### src/rtl/adpll_pkg.sv
// Shared definitions for the ADPLL start-up calibration blocks.
package adpll_pkg;

  localparam int THRESH_W = 5;
  localparam logic [THRESH_W-1:0] THRESH_RST = 5'd16;

  // Calibration controller states
  typedef enum logic [2:0] {
    ST_IDLE    = 3'd0,
    ST_SETTLE  = 3'd1,
    ST_ALIGN   = 3'd2,
    ST_MEASURE = 3'd3,
    ST_DECIDE  = 3'd4,
    ST_DONE    = 3'd5
  } cal_state_e;

  // Period meter phases
  typedef enum logic [1:0] {
    MP_IDLE    = 2'd0,
    MP_ALIGN   = 2'd1,
    MP_MEASURE = 2'd2
  } meter_phase_e;

  // One successive-approximation step: drop the trial bit if rejected, then
  // arm the next lower bit as the new trial.
  function automatic logic [THRESH_W-1:0] sar_next(
    input logic [THRESH_W-1:0] thresh,
    input logic [2:0]          idx,
    input logic                keep
  );
    logic [THRESH_W-1:0] r;
    r = thresh;
    if (!keep) begin
      r[idx] = 1'b0;
    end else begin
      r[idx] = thresh[idx];
    end
    if (idx != 3'd0) begin
      r[idx - 3'd1] = 1'b1;
    end else begin
      r = r;
    end
    return r;
  endfunction

endpackage

### src/rtl/dco_period_meter.sv
// Measures MEAS_EDGES DCO periods in clk cycles after aligning to a DCO
// rising edge. Reports timeout/saturation as a saturated measurement.
module dco_period_meter
  import adpll_pkg::*;
#(
  parameter int MEAS_EDGES = 8,
  parameter int CNT_W      = 12
) (
  input  logic             clk,
  input  logic             reset,
  input  logic             start,
  input  logic             dco_clk_in,
  output logic             aligned,
  output logic             done,
  output logic             sat,
  output logic [CNT_W-1:0] meas_cnt
);

  localparam int EDGE_W = (MEAS_EDGES > 1) ? $clog2(MEAS_EDGES + 1) : 1;
  localparam logic [EDGE_W-1:0] EDGE_LAST = EDGE_W'(MEAS_EDGES - 1);
  localparam logic [CNT_W-1:0]  CNT_MAX   = {CNT_W{1'b1}};

  meter_phase_e      phase_r;
  logic [CNT_W-1:0]  cnt_r;
  logic [EDGE_W-1:0] edge_r;
  logic              dco_q_r;
  logic              sat_r;
  logic [CNT_W-1:0]  meas_r;
  logic              rise_s;
  logic              full_s;

  assign rise_s   = dco_clk_in & ~dco_q_r;
  assign full_s   = (cnt_r == CNT_MAX);
  assign sat      = sat_r;
  assign meas_cnt = meas_r;

  // Handshake flags back to the controller for the current cycle
  always_comb begin
    aligned = 1'b0;
    done    = 1'b0;
    case (phase_r)
      MP_ALIGN: begin
        if (rise_s) begin
          aligned = 1'b1;
        end else begin
          done = full_s;
        end
      end
      MP_MEASURE: begin
        if (full_s) begin
          done = 1'b1;
        end else begin
          done = rise_s && (edge_r == EDGE_LAST);
        end
      end
      default: begin
        aligned = 1'b0;
        done    = 1'b0;
      end
    endcase
  end

  // Edge detect, align/measure counting and result capture
  always_ff @(posedge clk or posedge reset) begin
    if (reset) begin
      phase_r <= MP_IDLE;
      cnt_r   <= {CNT_W{1'b0}};
      edge_r  <= {EDGE_W{1'b0}};
      dco_q_r <= 1'b0;
      sat_r   <= 1'b0;
      meas_r  <= {CNT_W{1'b0}};
    end else begin
      dco_q_r <= dco_clk_in;
      case (phase_r)
        MP_IDLE: begin
          if (start) begin
            phase_r <= MP_ALIGN;
            cnt_r   <= {CNT_W{1'b0}};
            edge_r  <= {EDGE_W{1'b0}};
            sat_r   <= 1'b0;
          end
        end
        MP_ALIGN: begin
          if (rise_s) begin
            cnt_r   <= {CNT_W{1'b0}};
            edge_r  <= {EDGE_W{1'b0}};
            phase_r <= MP_MEASURE;
          end else if (full_s) begin
            sat_r   <= 1'b1;
            meas_r  <= CNT_MAX;
            phase_r <= MP_IDLE;
          end else begin
            cnt_r <= cnt_r + 1'b1;
          end
        end
        MP_MEASURE: begin
          if (full_s) begin
            sat_r   <= 1'b1;
            meas_r  <= CNT_MAX;
            phase_r <= MP_IDLE;
          end else if (rise_s && (edge_r == EDGE_LAST)) begin
            meas_r  <= cnt_r + 1'b1;
            phase_r <= MP_IDLE;
          end else begin
            cnt_r <= cnt_r + 1'b1;
            if (rise_s) begin
              edge_r <= edge_r + 1'b1;
            end
          end
        end
        default: phase_r <= MP_IDLE;
      endcase
    end
  end

endmodule

### src/rtl/dco_cal_ctrl.sv
// Start-up calibration controller: 5-step SAR search of the DCO threshold
// against a target clk count, then hands the DCO to the loop filter.
module dco_cal_ctrl
  import adpll_pkg::*;
#(
  parameter int MEAS_EDGES = 8,
  parameter int CNT_W      = 12,
  parameter int SETTLE_CYC = 4
) (
  input  logic                clk,
  input  logic                reset,
  input  logic                cal_start,
  input  logic [CNT_W-1:0]    target_cnt,
  input  logic                dco_clk_in,
  output logic [THRESH_W-1:0] thresh_val,
  output logic                loop_en,
  output logic                cal_busy,
  output logic                cal_done,
  output logic                cal_err,
  output logic [CNT_W-1:0]    meas_cnt
);

  localparam int SET_W = (SETTLE_CYC > 1) ? $clog2(SETTLE_CYC + 1) : 1;
  localparam logic [SET_W-1:0] SETTLE_LAST = SET_W'(SETTLE_CYC - 1);

  cal_state_e          state_r, state_nx;
  logic [SET_W-1:0]    settle_r, settle_nx;
  logic [2:0]          idx_r, idx_nx;
  logic [CNT_W-1:0]    target_r, target_nx;
  logic [THRESH_W-1:0] thresh_r, thresh_nx;
  logic                loop_en_r, loop_en_nx;
  logic                busy_r, busy_nx;
  logic                done_r, done_nx;
  logic                err_r, err_nx;
  logic                meas_start_s;
  logic                keep_s;
  logic                m_aligned_s;
  logic                m_done_s;
  logic                m_sat_s;
  logic [CNT_W-1:0]    m_cnt_s;

  dco_period_meter #(
    .MEAS_EDGES (MEAS_EDGES),
    .CNT_W      (CNT_W)
  ) u_meter (
    .clk        (clk),
    .reset      (reset),
    .start      (meas_start_s),
    .dco_clk_in (dco_clk_in),
    .aligned    (m_aligned_s),
    .done       (m_done_s),
    .sat        (m_sat_s),
    .meas_cnt   (m_cnt_s)
  );

  assign thresh_val = thresh_r;
  assign loop_en    = loop_en_r;
  assign cal_busy   = busy_r;
  assign cal_done   = done_r;
  assign cal_err    = err_r;
  assign meas_cnt   = m_cnt_s;

  // Next-state and next-output logic of the search sequencer
  always_comb begin
    state_nx     = state_r;
    settle_nx    = settle_r;
    idx_nx       = idx_r;
    target_nx    = target_r;
    thresh_nx    = thresh_r;
    loop_en_nx   = loop_en_r;
    busy_nx      = busy_r;
    done_nx      = done_r;
    err_nx       = err_r;
    meas_start_s = 1'b0;
    keep_s       = (m_cnt_s <= target_r) && !m_sat_s;
    case (state_r)
      ST_IDLE, ST_DONE: begin
        if (cal_start) begin
          target_nx  = target_cnt;
          thresh_nx  = THRESH_RST;
          idx_nx     = 3'd4;
          loop_en_nx = 1'b0;
          done_nx    = 1'b0;
          err_nx     = 1'b0;
          busy_nx    = 1'b1;
          settle_nx  = {SET_W{1'b0}};
          state_nx   = ST_SETTLE;
        end else begin
          state_nx = state_r;
        end
      end
      ST_SETTLE: begin
        if (settle_r == SETTLE_LAST) begin
          settle_nx    = {SET_W{1'b0}};
          meas_start_s = 1'b1;
          state_nx     = ST_ALIGN;
        end else begin
          settle_nx = settle_r + 1'b1;
        end
      end
      ST_ALIGN: begin
        if (m_done_s) begin
          state_nx = ST_DECIDE;
        end else if (m_aligned_s) begin
          state_nx = ST_MEASURE;
        end else begin
          state_nx = ST_ALIGN;
        end
      end
      ST_MEASURE: begin
        if (m_done_s) begin
          state_nx = ST_DECIDE;
        end else begin
          state_nx = ST_MEASURE;
        end
      end
      ST_DECIDE: begin
        thresh_nx = sar_next(thresh_r, idx_r, keep_s);
        err_nx    = err_r | m_sat_s;
        if (idx_r != 3'd0) begin
          idx_nx    = idx_r - 3'd1;
          settle_nx = {SET_W{1'b0}};
          state_nx  = ST_SETTLE;
        end else begin
          busy_nx    = 1'b0;
          done_nx    = 1'b1;
          loop_en_nx = 1'b1;
          state_nx   = ST_DONE;
        end
      end
      default: begin
        state_nx   = ST_IDLE;
        busy_nx    = 1'b0;
        done_nx    = 1'b0;
        loop_en_nx = 1'b0;
      end
    endcase
  end

  // State and registered-output update
  always_ff @(posedge clk or posedge reset) begin
    if (reset) begin
      state_r   <= ST_IDLE;
      settle_r  <= {SET_W{1'b0}};
      idx_r     <= 3'd4;
      target_r  <= {CNT_W{1'b0}};
      thresh_r  <= THRESH_RST;
      loop_en_r <= 1'b0;
      busy_r    <= 1'b0;
      done_r    <= 1'b0;
      err_r     <= 1'b0;
    end else begin
      state_r   <= state_nx;
      settle_r  <= settle_nx;
      idx_r     <= idx_nx;
      target_r  <= target_nx;
      thresh_r  <= thresh_nx;
      loop_en_r <= loop_en_nx;
      busy_r    <= busy_nx;
      done_r    <= done_nx;
      err_r     <= err_nx;
    end
  end

endmodule

### config.mk
export PLATFORM = sky130hd
export DESIGN_NAME = dco_cal_ctrl
export DESIGN_NICKNAME = d
export VERILOG_FILES = /design/src/rtl/adpll_pkg.sv /design/src/rtl/dco_period_meter.sv /design/src/rtl/dco_cal_ctrl.sv
export SDC_FILE = /design/constraint.sdc
export NUM_CORES = 1
export LEC_CHECK = 0
export CAP_MARGIN = 20
export CELL_PAD_IN_SITES_DETAIL_PLACEMENT = 2
export CELL_PAD_IN_SITES_GLOBAL_PLACEMENT = 2
export CORE_MARGIN = 4
export CORE_UTILIZATION = 37
export DETAILED_ROUTE_END_ITERATION = 8
export GPL_ROUTABILITY_DRIVEN = 0
export GPL_TIMING_DRIVEN = 0
export PLACE_DENSITY_LB_ADDON = 0.1
export SLEW_MARGIN = 20
export SYNTH_ARGS = -nofsm -noshare
export SYNTH_HDL_FRONTEND = slang
export SYNTH_HIERARCHICAL = 1
export SYNTH_SLANG_ARGS = --single-unit
### constraint.sdc
create_clock -name clk -period 2.5 [get_ports clk]
set_input_delay 0.5 -clock clk [delete_from_list [all_inputs] [get_ports clk]]
set_output_delay 0.5 -clock clk [all_outputs]
set_load 0.05 [all_outputs]
==> results.ini <==
[run_status]
status=finished clean

[flow_run]
drv_cap=0

[synthesis]
syn-cell-area_sq_mm=0.00382
synth-simple-area-share_pct=18.3
synth-seq-area-share_pct=40.0
synth_fa_ha_area_share_pct=6.88
yosysWarnings=6
synth_compound_area_share_pct=24.1
ys_types=73
ys_ff_latch=61
synth_top_family_by_area=compound AO/OA/AOI/OAI gates
synth-main-ff-cell=dfrtp_1
yosys.area_share.xor_xnor_pct=2.06
ys_async_sr_fraction_pct=100
syn_inst=393
synth_mux_area_share_pct=1.93
synth_edf_count=0
syn_avg_cell_area_sq_um=9.72
synth_nets=430

[global_routing]
grt_pass1_wl_um=18700
gr-usage-all-layers_pct=20.4
grt_max_degree=33
grt-ovfl-total=0
antenna_found_initial=0
grt_pass1_vias=3538

[cts]
cts-htree-levels=3
clock_latency_ns=0.35
clockBufferDepth=2
clkTransAtPathRegs_ns=0.07
cts_buffers=9
cts-root-buf=clkbuf_8
clkSinkCount=61
tritoncts=done

[worst_setup_path]
cp.buffers_inverters=3
slowest_stage=dfrtp_1
cp_max_fo=10
arrival_ns=2.54
worstPathRequired_ns=2.73
critPathTopFamily=buffers and inverters
startpoint_type=flip-flop
endpoint_kind=flip-flop
crit_path_start=state_r[1]
path_cells=buf_2 > buf_1 > nor3_2 > nor2b_1 > nor2_4 > o31ai_4 > buf_4 > a211o_2 > a22o_1
max_stage_delay_ns=0.38
crit-reg2reg-launch=state_r[1]
worstSetupPathType=flip-flop to flip-flop

[drt]
drc=0
via_per_inst=5.50
drt_pre_antenna_iters=4
ant_nets=0
drt_iter0_markers=44
wirelength_um=11100
wl_per_cell_um=19.2
via_count=3179

[timing]
slew_violations=0
setup_viol=0
fin_ws_ns=0.193
fin_crit_ns=2.31
worst_pin_slew_ns=0.679
fmax_mhz=434
slew_headroom_pct=54.7
hold_slack_ns=0.500
hold_viol=0
rsz0062_at_grt=false
fin_worst_skew_ns=0.00908
period_share_pct=92.3

[final_layout]
final_nets=477
area_growth_syn_to_layout_pct=20.9
final.fill_count=1092
diodes=0
utilization_pct=46.6
drive_above_1_share_pct=15.7
fin_cells=578

[floorplan]
die_w_um=110
die-area_sq_mm=0.0120
placementRows=36
pin_count=37
core-area_sq_mm=0.00991
initial_core_util_pct=38.5
die_y_um=110

[worst_hold_path]
min-delay-start=settle_r[2]
hold_path_class=flip-flop to flip-flop

[power_and_ir_drop]
leakagePower_nw=1.95
power.density_mw_per_mm2=467
max-vdd-ir-drop_uv=188

[placed_design]
dp_hpwl_um=8430
pre_cts_slack_ns=-0.0656
numPlacedInstances=562
port-buffer-count=36

state kept, by name, indices dropped and copies added (netlist names):
register          cells
u_meter/cnt_r        12
idx_r                 3
u_meter/meas_cnt     12
cal_done              1
settle_r              3
cal_err               1
state_r               3
thresh_val            5
cal_busy              1
target_r             12
u_meter/edge_r        4
u_meter/sat           1
u_meter/phase_r       2
u_meter/dco_q_r       1
worst paths after layout:
path / slack (ns) / cells past startpoint / end
min reg2reg: 0.50 / 1 / settle_r[2]
max in group asynchronous: 1.43 / 2 / u_meter/meas_cnt[8]
min in group asynchronous: 0.61 / 2 / settle_r[0]
max: 0.19 / 9 / u_meter/cnt_r[8]
min: 0.50 / 1 / settle_r[2]
max reg2reg: 0.19 / 9 / u_meter/cnt_r[8]
report_power, final:
group | internal [W] | switching (W) | total (W)
sequential | 0.000987 | 0.000000254 | 0.000987
combinational | 0.0000232 | 0.0000314 | 0.0000547
clock | 0.000688 | 0.000426 | 0.00111
total | 0.00170 | 0.000458 | 0.00216
layer usage:
layer	global-route usage, %	routed length (um)	vias up	part of all wire [%]
met4	5.34	100	0	0.90
met2	37.0	5810	31	52
met1	25.0	5020	1618	45
li1	-	-	1521	-
met3	2.99	192	9	1.7
met5	0	0	-	0
layout by cell type, fill, tap and decap left out, types with 6 or more instances in the layout:
cell type        count
nand2_1             35
dfrtp_1             59
a21oi_1             20
a2bb2oi_2           11
clkbuf_8            11
nor3_1               9
a22o_1               7
inv_1               26
nand4_1              9
nand3_1             12
clkdlybuf4s50_1     36
o21ai_0             28
nor2_1              24
ha_1                21
a31oi_1              6
xor2_1               6
Yosys cell counts, drive strengths merged, types with 4 or more instances:
| cell | n | share of area (%) |
|---|---|---|
| buf | 15 | 3.1 |
| o31ai | 6 | 1.5 |
| a21oi | 21 | 2.9 |
| a22o | 7 | 1.6 |
| nand2 | 36 | 3.7 |
| a31oi | 6 | 0.98 |
| nand4 | 10 | 1.8 |
| dfrtp | 59 | 39 |
| ha | 21 | 6.9 |
| and3 | 5 | 1.1 |
| o21a | 4 | 0.98 |
| nand2b | 7 | 1.2 |
| mux2i | 4 | 1.0 |
| a2bb2oi | 15 | 5.2 |
| nand3 | 14 | 2.3 |
| inv | 28 | 2.8 |
| o21ai | 28 | 3.7 |
| nor3 | 12 | 1.7 |
| a211oi | 4 | 0.79 |
| nor2b | 4 | 0.66 |
| nor2 | 25 | 2.5 |
| a21o | 5 | 0.98 |
| clkbuf | 5 | 0.75 |
| a211o | 6 | 1.4 |
| xor2 | 6 | 1.4 |
cell type report:
cell class / instances / area [sq um] / share of cell area, %
Tap cell: 133 / 166 / 3.60
Clock buffer: 10 / 138 / 2.98
Inverter: 28 / 105 / 2.28
Sequential cell: 61 / 1530 / 33.1
Buffer: 20 / 149 / 3.22
Multi-Input combinational cell: 284 / 2060 / 44.6
Timing Repair Buffer: 36 / 360 / 7.80
Clock inverter: 6 / 110 / 2.38
worst register-to-register path: cells and delay by family (launching register included):
kind,cells,cell delay [ns]
simple gates,3,0.59
compound gates,3,0.61
flops,1,0.38
buf+inv,3,0.63
logic make-up (layout without fill, tap and decap cells):
logic type,after synthesis,after routing
AO/OA/AOI/OAI,120,120
XOR/XNOR,9,9
adder cells (fa/ha/maj),21,21
buffers and inverters,48,100
flip-flops,61,61
multiplexers,7,7
AND/OR/NAND/NOR,127,127
metrics by stage:
stage	setup TNS, ns	instance area [sq um]	total power, W
after CTS	0	4600	0.00219
after global placement	-0.0670	4350	0.00106
after global routing	0	4620	0.00225
final	0	4620	0.00216
after floorplan	0	3820	0.00103
after detailed placement	-0.438	4350	0.00106
repair_timing:
item	in CTS	in global routing
endpoints found under the setup margin	9	14
hold buffers	0	0
gates resized for setup	1	4
buffers inserted	0	0
(Power assumes the default switching activity.)
==> variant 1 (same flow settings) <==
`SETTLE_CYC`: 4 -> 8.
--- a/src/rtl/dco_cal_ctrl.sv
+++ b/src/rtl/dco_cal_ctrl.sv
@@ -5,7 +5,7 @@
 #(
   parameter int MEAS_EDGES = 8,
   parameter int CNT_W      = 12,
-  parameter int SETTLE_CYC = 4
+  parameter int SETTLE_CYC = 8
 ) (
   input  logic                clk,
   input  logic                reset,
Function: no difference found for any inputs over 10 cycles, from zero or initial values and one cycle with reset high; that may be too few to reach the edited logic, so the function may still have changed.
==> variant 1 against the unedited design <==
Setup slack got worse by 0.067 ns. Cell count fell by 0.69%. Cell area fell by 0.19%. Area after synthesis rose by 0.69%. Via count rose by 0.82%. Clock skew rose by 0.0011 ns. Utilization fell by 0.30 points. Sequential cell count rose by 1. Routed wire length fell by 3.1%. Critical path type unchanged. Critical endpoint unchanged.
Power is not compared: it rests on default switching activity, and its combinational part moved more than twofold at a synthesized area within 25%.
==> variant 1: results (changes against the unedited design) <==
* DRT met1 WL at 4980 um (-0.88%)
* Fraction of layout cells with a size suffix above 1 at 15.4% (-0.31 points)
* Syn nets at 427 (-0.70%)
* FF-to-FF Start: state_r[0]
* Hold wc startpoint: settle_r[3]
* Hold WC Path Type: reg -> reg
* Met2 Usage GRT at 33.2% (-3.8 points)
* Path depth of the worst reg2reg path at 10 (+1)
* Met1 GRT Util at 24.3% (-0.73 points)
* Nets at 473 (-0.84%)
* Gate Count Post-Synth at 390 (-0.76%)
* DR iter-0 viols at 120 (+170%)
* Hold path endpoint: settle_r[3]
* WHS at 0.510 ns (+0.00954 ns)
* CP arrival at 2.62 ns (+0.08 ns)
* Met3 wire len at 374 um (+95%)
* R2R setup slack at 0.13 ns (-0.07 ns)
* Vias in the first global route at 3508 (-0.85%)
* Worst Clk Skew at 0.0102 ns (+0.00112 ns)
* DP Area at 0.00437 mm^2 (+0.60%)
* Sequential cell area fraction in the yosys report at 40.4% (+0.38 points)
* GR Layer Usage met3 at 3.82% (+0.82 points)
* Commonest cells post-synth: dfrtp_1, nor2_1, nand2_1, o21ai_0, inv_1
* Netlist cell types at 75 (+2.7%)
* Worst Tran Pin Value at 0.814 ns (+0.135 ns)
* GRT Util Overall at 19.4% (-0.93 points)
* PortBufs at 36 (unchanged)
* Predominant post-synthesis flop cell: dfrtp_1
* Crit path max-delay family: simple AND/OR/NAND/NOR gates
* Via Count at 3205 (+0.82%)
* Outcome: complete, no violations
* Placed Cells at 559 (-0.53%)
* Initial antenna violation count at 0 (unchanged)
* Met2 routed WL at 5270 um (-9.4%)
* First-pass GRT wire length at 18000 um (-4.0%)
* Post-DP HPWL at 8090 um (-4.0%)
* CTS root buf: clkbuf_8
* Postcts setup bufs at 1 (+1)
* CP max stage cell: or3_4
* Top cells by area, synth: dfrtp_1, ha_1, a2bb2oi_2
* CP max stage delay at 0.41 ns (+0.03 ns)
* WL per Instance at 18.8 um (-2.4%)
* Via density at 5.58 (+1.5%)
==> variant 1: cell families (layout without fill, tap and decap cells) <==
| logic type | Yosys count | count (layout) | synth area share, % |
|---|---|---|---|
| buffers and inverters | 47 | 98 | 6.54 |
| AND/OR/NAND/NOR | 131 | 131 | 18.8 |
| multiplexers | 6 | 6 | 2.08 |
| adder cells (fa/ha/maj) | 21 | 21 | 6.83 |
| AO/OA/AOI/OAI | 113 | 113 | 23.0 |
| flip-flops | 62 | 62 | 40.4 |
| XOR/XNOR | 10 | 10 | 2.28 |
==> variant 1: metrics by stage <==
step                      utilization, %  setup slack [ns]
after floorplan                        -             0.275
after global placement              43.9            -0.181
after detailed placement            43.9            -0.206
after CTS                           46.3            0.0311
after global routing                46.3          0.000721
final                               46.3             0.126
==> variant 1: final cells by class <==
type	count	area, um^2
Clock buffer	10	138
Fill cell	1075	5350
Inverter	28	105
Sequential cell	62	1550
Clock inverter	6	85.1
Timing Repair Buffer	37	368
Multi-Input combinational cell	281	2050
Buffer	17	139
Tap cell	133	166
==> variant 2 (config.mk and constraints unchanged) <==
Without the edit above. Reset style: synchronous (`reset`), changed in 2 clocked blocks.
--- a/src/rtl/dco_period_meter.sv
+++ b/src/rtl/dco_period_meter.sv
@@ -61,7 +61,7 @@
   end
 
   // Edge detect, align/measure counting and result capture
-  always_ff @(posedge clk or posedge reset) begin
+  always_ff @(posedge clk) begin
     if (reset) begin
       phase_r <= MP_IDLE;
       cnt_r   <= {CNT_W{1'b0}};
--- a/src/rtl/dco_cal_ctrl.sv
+++ b/src/rtl/dco_cal_ctrl.sv
@@ -138,7 +138,7 @@
   end
 
   // State and registered-output update
-  always_ff @(posedge clk or posedge reset) begin
+  always_ff @(posedge clk) begin
     if (reset) begin
       state_r   <= ST_IDLE;
       settle_r  <= {SET_W{1'b0}};
Behaviour: differs if reset is asserted again (counterexample within 4 cycles, from zero or initial values and one cycle with reset high); with reset held inactive, the same outputs for 10 cycles.
==> variant 2 against the unedited design <==
Hold slack worse by 0.027 ns. Cell area down 5.1%. Setup slack worse by 0.054 ns. Clock skew down 0.0034 ns. Routed wire length up 0.13%. Area after synthesis is 4.3% lower. Sequential cell count did not move. Largest cell class unchanged.
Power is not compared: it rests on default switching activity, and its combinational part moved more than twofold at a synthesized area within 25%.
==> variant 2: results (changes against the unedited design) <==
* Outcome: complete, no violations
* Synth Area in Compound Gates at 24.1% (about the same)
* Post-Synth Adder-Cell Area at 7.19% (+0.31 points)
* Post-DP HPWL at 8590 um (+1.9%)
* Path depth of the worst reg2reg path at 6 (-3)
* Worst Clk Skew at 0.00565 ns (-0.00342 ns)
* Top cells by area, synth: dfxtp_1, ha_1, nor2_1
* WL final at 11100 um (+0.13%)
* Placed Cells at 595 (+5.9%)
* CP arrival at 2.60 ns (+0.06 ns)
* Place WS at -0.251 ns (-0.185 ns)
* WHS at 0.473 ns (-0.0272 ns)
* Nets at 509 (+6.7%)
* CP max stage delay at 0.53 ns (+0.15 ns)
* Hold path endpoint: settle_r[2]
* Async SR Flop Fraction at 0% (-100 points)
* Largest net degree at the start of global routing at 13 (-61%)
* Gate Count Post-Synth at 426 (+8.4%)
* Area share of the largest cell type after synthesis at 33.4% (-5.3 points)
* Reg2reg end: u_meter/cnt_r[9]
* CP max stage cell: a21oi_2
* GRT Util Overall at 20.2% (-0.11 points)
* First-pass GRT wire length at 18500 um (-1.4%)
* Clock Path Buffers at 2 (unchanged)
* Netlist cell types at 68 (-6.8%)
* FF-to-FF Start: u_meter/cnt_r[1]
* Hold wc startpoint: settle_r[2]
* Fraction of layout cells with a size suffix above 1 at 13.2% (-2.5 points)
* DR iter-0 viols at 111 (+150%)
* VDD IR-drop max at between 0.2 and 0.25 mV
* Final setup margin at 0.140 ns (-0.0535 ns)
* DP Area at 0.00418 mm^2 (-3.7%)
* Worst slew margin at 55.3% (+0.61 points)
* Sequential cell area fraction in the yosys report at 33.4% (-6.6 points)
* Critical Path Sink: u_meter/cnt_r[9]
* Multiplexer share of the synthesized area at 4.21% (+2.3 points)
* Commonest cells post-synth: dfxtp_1, nor2_1, inv_1, a21oi_1, nand2_1
* Vias in the first global route at 3591 (+1.5%)
[variant 2: changes by cell type after synthesis, sizes merged, moves of 6 or more]
cell | before | now
a21oi | 21 | 33
a2bb2oi | 15 | 0
a221oi | 1 | 13
clkbuf | 5 | 12
a211o | 6 | 0
nor2 | 25 | 42
nand2 | 36 | 22
inv | 28 | 37
dfrtp | 59 | 0
o21ai | 28 | 10
dfxtp | 0 | 61
mux2i | 4 | 12
a22o | 7 | 0
[variant 2: timing repair]
action	CTS	global route
hold buffers	0	0
gates cloned	0	0
endpoints found under the setup margin	16	10
resized for setup	6	6
hold endpoints to repair	0	0
[variant 2: report_power, final]
part / internal [uW] / leakage, uW / switching, uW
combinational: 230 / 0.000962 / 325
clock: 415 / 0.0000877 / 396
sequential: 1030 / 0.000495 / 43.8
total: 1680 / 0.00154 / 765
[variant 2: routing by layer]
| metal | global-route usage [%] | up-vias | part of all wire (%) |
|---|---|---|---|
| li1 | - | 1643 | - |
| met1 | 25.7 | 1670 | 47 |
| met2 | 34.3 | 40 | 48 |
| met3 | 2.76 | 15 | 2.2 |
| met4 | 8.75 | 0 | 2.3 |
| met5 | 0 | - | 0 |
[variant 2: area by class of cell]
type | count | area, um^2
Fill cell | 1082 | 5310
Multi-Input combinational cell | 305 | 2190
Sequential cell | 61 | 1220
Timing Repair Buffer | 36 | 360
Clock buffer | 15 | 166
Tap cell | 133 | 166
Inverter | 37 | 139
Buffer | 22 | 128
Clock inverter | 1 | 5.00
[variant 2: cell families (layout without fill, tap and decap cells)]
family / count (synthesis) / after routing
buffers and inverters: 60 / 111
AOI/OAI and AO/OA: 113 / 113
and+or+nand+nor: 144 / 144
DFF: 61 / 61
xor gates and xnor gates: 13 / 13
adders and majority gates: 21 / 21
muxes: 14 / 14
